--- src/rtl/pwm_ramp_controller.sv ---
// pwm_ramp_controller
//   Ramps a registered PWM duty value toward a live target. The duty moves by
//   a fixed step once every 'interval' cycles. With ramp_en low the block is
//   bypassed and duty_out follows target_duty with one cycle of latency.
//
// Ports
//   clk          clock, all state updates on the rising edge
//   rst_n        synchronous active-low reset
//   ramp_en      1 = ramp toward target, 0 = bypass (duty_out <= target_duty)
//   hold         1 = freeze interval counter, duty and state (ignored in bypass)
//   target_duty  requested duty, sampled every cycle
//   step_size    duty change per step (0 behaves as 1)
//   interval     clock cycles per step (0 behaves as 1)
//   duty_out     registered duty value to the PWM peripheral
//   busy         registered, high while ramping
//   done         registered one-cycle pulse when a ramp reaches its target
module pwm_ramp_controller #(
    parameter int INTERVAL_W = 16
) (
    input  logic                  clk,
    input  logic                  rst_n,
    input  logic                  ramp_en,
    input  logic                  hold,
    input  logic [7:0]            target_duty,
    input  logic [7:0]            step_size,
    input  logic [INTERVAL_W-1:0] interval,
    output logic [7:0]            duty_out,
    output logic                  busy,
    output logic                  done
);

    typedef enum logic {
        IDLE,
        RAMP
    } state_t;

    state_t                state;
    logic [INTERVAL_W-1:0] cnt;
    logic [INTERVAL_W-1:0] eff_interval;
    logic [7:0]            eff_step;
    logic [8:0]            up_sum;
    logic signed [9:0]     dn_diff;
    logic [7:0]            next_duty;
    logic                  step_evt;

    always_comb begin
        eff_interval = (interval == '0) ? INTERVAL_W'(1) : interval;
        eff_step     = (step_size == '0) ? 8'd1 : step_size;
        // Wide arithmetic so the step clamps at the target instead of wrapping.
        up_sum       = {1'b0, duty_out} + {1'b0, eff_step};
        dn_diff      = $signed({2'b00, duty_out}) - $signed({2'b00, eff_step});
        next_duty    = duty_out;
        if (duty_out < target_duty) begin
            next_duty = (up_sum > {1'b0, target_duty}) ? target_duty : up_sum[7:0];
        end else if (duty_out > target_duty) begin
            next_duty = (dn_diff < $signed({2'b00, target_duty})) ? target_duty : dn_diff[7:0];
        end
        // ">=" so a shortened interval mid-ramp steps on the very next edge.
        step_evt     = (cnt >= (eff_interval - INTERVAL_W'(1)));
    end

    always_ff @(posedge clk) begin
        if (!rst_n) begin
            state    <= IDLE;
            cnt      <= '0;
            duty_out <= '0;
            busy     <= 1'b0;
            done     <= 1'b0;
        end else if (!ramp_en) begin
            state    <= IDLE;
            cnt      <= '0;
            duty_out <= target_duty;
            busy     <= 1'b0;
            done     <= 1'b0;
        end else if (hold) begin
            done     <= 1'b0;
        end else begin
            case (state)
                IDLE: begin
                    done <= 1'b0;
                    if (duty_out != target_duty) begin
                        state <= RAMP;
                        cnt   <= '0;
                        busy  <= 1'b1;
                    end
                end
                RAMP: begin
                    done <= 1'b0;
                    if (step_evt) begin
                        cnt      <= '0;
                        duty_out <= next_duty;
                        // Covers both a normal final step and a target that
                        // moved onto the current duty (next_duty == duty_out).
                        if (next_duty == target_duty) begin
                            state <= IDLE;
                            busy  <= 1'b0;
                            done  <= 1'b1;
                        end
                    end else begin
                        cnt <= cnt + INTERVAL_W'(1);
                    end
                end
                default: begin
                    state <= IDLE;
                    cnt   <= '0;
                    busy  <= 1'b0;
                    done  <= 1'b0;
                end
            endcase
        end
    end

endmodule

--- config.mk ---
export PLATFORM = sky130hd
export DESIGN_NAME = pwm_ramp_controller
export DESIGN_NICKNAME = d
export VERILOG_FILES = /design/src/rtl/pwm_ramp_controller.sv
export SDC_FILE = /design/constraint.sdc
export NUM_CORES = 1
export LEC_CHECK = 0
export CAP_MARGIN = 20
export CORE_UTILIZATION = 40
export DETAILED_ROUTE_END_ITERATION = 8
export GPL_TIMING_DRIVEN = 0
export HOLD_SLACK_MARGIN = 0.12
export SYNTH_ARGS = -nofsm -noshare
export SYNTH_HDL_FRONTEND = slang
export SYNTH_SLANG_ARGS = --single-unit
--- constraint.sdc ---
create_clock -name clk -period 7.4 [get_ports clk]
set_clock_uncertainty 0.05 [all_clocks]
set_input_delay 1.48 -clock clk [delete_from_list [all_inputs] [get_ports clk]]
set_output_delay 1.48 -clock clk [all_outputs]
set_load 0.02 [all_outputs]
[Word level (Yosys, flattened, before mapping)]
Index checks and enable logic that the tools add are counted.
Word-level totals
  bits in registers: 27
  bits in latches: 0
  memory bits (writable): 0
  ROM bits: 0
  bits of input ports: 36
  output and inout port bits: 10
  logic and storage cells: 57
  memories: 0
Operators by class
  $add $sub $neg: 4
  $mul: 0
  div/mod/pow operators: 0
  $lt $le $gt $ge: 5
  eq/ne operators: 8
  shift-type cells: 0
  mux-type cells: 24
  bitwise operators: 4
  reduce and logical (&&, ||, !) cells: 7
Operators by type and width (number)
  8-bit 2-to-1 mux: 9
  16-bit 2-to-1 mux: 3
  16-bit case mux with 2 select lines: 1
  16-bit by 1-bit adder with 16-bit output (second input constant): 1
  16-bit greater-or-equal comparator: 1
  16-bit zero test: 1
  16-bit by 1-bit subtractor with 16-bit output (second input constant): 1
  8-bit by 8-bit adder with 9-bit output: 1
  9-bit by 8-bit > comparator with 1-bit output: 1
  9-bit less-than comparator: 1
  8-bit by 8-bit subtractor with 9-bit output: 1
  8-bit == test: 1
  8-bit > comparator: 1
  8-bit zero test: 1
  8-bit less-than comparator: 1
  1-bit 2-to-1 mux: 8
  2-bit by 1-bit inequality test with 1-bit output (second input constant): 4
  8-bit inequality test: 1
  1-bit case mux with 2 select lines: 3
  2-bit inequality test (second input constant): 2
  1-bit inverter: 4
  2-bit AND reduction: 2
  4-bit AND reduction: 1
  3-bit AND reduction: 1
  3-bit OR reduction: 1

[Logic depth before layout (Yosys ltp)]
  word-level depth: 11
  depth in mapped cells: 20
  mapped depth without buffers: 19

[Worst setup path before layout]
No wires, ideal clock.
  kind: input -> register
  from: input port interval[6]
  to: register cnt[0]
  library setup time: 0.128 ns
  data arrival time: 5.351 ns
  data required time: 7.222 ns
  path slack: 1.871 ns
  stages on the path: 19
  path buffers: 1
  cells stage by stage: or4_1 > nor4_2 > nand2b_1 > or4_4 > nor2_2 > nor2_1 > ha_1 > nand3b_1 > xor2_1 > ha_1 > and3_1 > o211ai_1 > o21ai_0 > a21oi_1 > nor2_1 > nor3_1 > o311ai_1 > clkbuf_1 > nor2_1
Between the ends
  cells in the longest elaborated chain, start to end: 6
RTL lines
  start: declaration: line 26  | input logic [INTERVAL_W-1:0] interval,
  16-bit zero test: line 47  | eff_interval = (interval == '0) ? INTERVAL_W'(1) : interval;
  16-bit 2-to-1 mux *: line 47
  16-bit by 1-bit subtractor with 16-bit output *: line 59  | step_evt = (cnt >= (eff_interval - INTERVAL_W'(1)));
  16-bit greater-or-equal comparator *: line 59
  16-bit 2-to-1 mux *: line 89  | if (step_evt) begin
  16-bit case mux with 2 select lines *: line 78  | case (state)
  end signal: assignment: line 100  | cnt <= cnt + INTERVAL_W'(1);
  end: declaration: line 38  | logic [INTERVAL_W-1:0] cnt;
Mark *: on every way between the ends. The rest lies on a longest branch, timed or not.
A chain may end at the register's enable or synchronous reset.

[Worst setup path in the final report]
  from: input port interval[6]
  to: register cnt[14]
The elaborated chain is that of the path after synthesis.

==> results by group <==
Placement
  • Worst slack, placed: 0.270 ns
  • Final Wtd Congestion: 0.913
  • DP Area: 4480 um^2
  • Placed insts: 676
  • Hpwl dp: 9370 um
  • Port bufs: 45

STA
  • Hold_ws: 0.481 ns
  • Fmax: 145 MHz
  • Minimum clock period: 6.91 ns
  • Final WS setup: 0.485 ns
  • Slew Limit Fails: 0
  • Final worst-path cycle share: 0.934
  • Slew @ Worst Pin: 0.969 ns
  • Setup TNS: 0 ns
  • # setup viols final: 0
  • RSZ-0062 raised after global routing: no
  • Slew headroom: 0.344
  • Final hold violation count: 0

Global route
  • Gr busiest metal: met1
  • Vias in the first global route: 3555
  • Met2 Usage GRT: 0.339
  • Met3 Usage GRT: 0.0174
  • Final global-route overflow total: 0
  • Grt met1 use: 0.343
  • Global router's overall resource usage: 0.228
  • First-pass GRT wire length: 18200 um
  • Antenna violations before repair: 0
  • Largest net degree at the start of global routing: 17

Pwr
  • Peak VDD IR: 0.0000687 V
  • Cell Pwr Density: 124 nW/um^2
  • Comb pwr share: 0.552
  • Total net switching power: 0.245 mW
  • Internal: 0.319 mW
  • Reg power frac: 0.280
  • Sw Ratio: 0.435
  • Clock share of power: 0.168
  • Leakage power: 1.87 nW

Clocking
  • Setup Buffers After CTS: 0
  • CTS Buf Count: 3
  • Post-cts resize count: 0
  • TritonCTS clock tree: yes
  • Max H-tree Level: 1
  • Worst-skew pair later-pin latency: 0.29 ns
  • Num Clock Sinks: 27
  • Post-CTS Hold Buffers: 0
  • Root buffer cell: clkbuf_8
  • Clock buffer depth: 2
  • Clock-pin slew on the worst setup and hold paths: 0.11 ns

Drt
  • WL final: 11300 um
  • DRC Markers: 0
  • First drt pass iteration count: 5
  • ANT nets after route: 0
  • Via count: 3947
  • Average vias per placed instance: 5.80
  • WL per Instance: 16.7 um
  • Initial drt markers: 286

Die
  • Die span in y: 100 um
  • Site Rows: 35
  • Num ports: 46
  • Die W: 100 um
  • Initial Util: 0.415
  • Core area: 9330 um^2
  • Die area: 10100 um^2

Final layout
  • Final cell count without fillers: 680
  • Fin nets: 649
  • Fill count: 949
  • Ratio of cells with drive above 1 in the final layout: 0.0563
  • Commonest cells after routing, fill and taps aside: ha_1 (59), nor2_1 (50), clkdlybuf4s50_1 (45), nand2_1 (39), inv_1 (34)
  • Fin area: 4530 um^2
  • Commonest non-fill, non-tap cell in the layout: ha_1
  • Area Growth Syn to Fin: 17.1%
  • Diode count: 0
  • Area occupied by multi-input gates: 3110 um^2
  • Sequential cell area: 541 um^2

Yosys
  • Number of flops mapped to enable cells by yosys: 0
  • Synth async-reset ratio: 0
  • Synth unique cells: 76
  • Post-Syn Area: 3870 um^2
  • Top_reg_cell synth: dfxtp_1
  • Synthesized netlist net count: 599
  • Number of synthesis warnings: 0
  • Synth Register Bits: 27
  • Mapped Cells: 502
  • Syn_area_per_cell: 7.71 um^2
  • Seq/Total Area, Yosys: 0.140

Worst hold path
  • Hold depth: 2
  • Hold Crit Class: reg -> reg

Worst setup path
  • Critical path type: in -> reg
  • R2R depth: 16
  • Worst Path Required: 7.51 ns
  • Critical path data arrival time: 7.03 ns
  • Worst-path fanout max: 10
  • Type of origin of the critical path: input port
  • Crit end category: flip-flop

Run
  • Total of max-cap violations: 0

Status
  • Status: completed
==> sequential cells by signal, summed over array words and instances, names as in the netlist <==
name / flops
cnt: 16
duty_out: 8
busy: 1
done: 1
state: 1
==> final cells by class <==
type	count	area share
plain buffers	17	0.0215
clock buffers	3	0.00911
well taps	129	0.0356
multi-input cells	424	0.685
inverters	34	0.0282
clock inverters	1	0.00166
flip-flops and latches	27	0.119
repair buffers	45	0.0994
==> power by group through the flow <==
stage,logic [mW],clock network [mW],registers (mW)
final,0.311,0.0947,0.158
after global routing,0.343,0.105,0.158
after CTS,0.306,0.0980,0.157
after detailed placement,0.304,0,0.161
after global placement,0.302,0,0.161
after floorplan,0.208,0,0.161
==> per-stage QoR <==
stage / total power, mW / util
floorplan: 0.369 / -
global placement: 0.463 / 0.481
detailed placement: 0.465 / 0.481
CTS: 0.562 / 0.486
global route: 0.607 / 0.486
finish: 0.564 / 0.486
==> cells by family after synthesis <==
logic type	after synthesis	synth area share
AOI/OAI and AO/OA	146	0.268
xor gates and xnor gates	40	0.0940
adders and majority gates	61	0.201
buffers and inverters	51	0.0582
DFF	27	0.140
muxes	2	0.00549
and+or+nand+nor	175	0.234
==> worst max-delay path, cell delays in order <==
cell and delay [ns]:
clkdlybuf4s50_1 0.49, or4_1 0.63, nor4_2 0.25, nand2b_1 0.13
or4_4 0.51, nor2_2 0.13, nor2_1 0.08, ha_1 0.22
nand3b_1 0.22, xor2_1 0.14, ha_1 0.30, and3_1 0.17
o211ai_1 0.08, o21ai_0 0.43, a21oi_1 0.13, nor2_1 0.11
nor3_1 0.09, o311ai_1 0.81, clkbuf_1 0.51, nor2_1 0.10
==> worst paths after layout <==
check | startpoint | end | slack [ns]
min reg2reg | busy | busy | 0.48
max | interval[6] | cnt[14] | 0.49
max reg2reg | duty_out[5] | done | 2.69
min | busy | busy | 0.48
==> routing by layer <==
| layer | vias to the layer above | share of wire |
|---|---|---|
| li1 | 1965 | - |
| met1 | 1810 | 0.50 |
| met2 | 155 | 0.41 |
| met3 | 17 | 0.068 |
| met4 | 0 | 0.022 |
| met5 | - | 0 |
==> Yosys cell counts (6+ instances only) <==
cell | number | area [um^2]
o211ai_1 | 10 | 75.1
nand2b_1 | 8 | 50.1
nand3_1 | 11 | 55.1
nand4_1 | 9 | 56.3
a21oi_1 | 31 | 155
a31oi_1 | 7 | 43.8
nor2b_1 | 7 | 43.8
xnor2_1 | 19 | 166
nand2_1 | 39 | 146
and3_1 | 6 | 37.5
inv_1 | 34 | 128
xor2_1 | 20 | 175
a211oi_1 | 12 | 90.1
a21o_1 | 7 | 52.6
dfxtp_1 | 27 | 541
clkbuf_1 | 8 | 30.0
o21ai_0 | 21 | 105
nor3_1 | 12 | 60.1
ha_1 | 59 | 738
nor2_1 | 50 | 188
(Power assumes the default switching activity.)
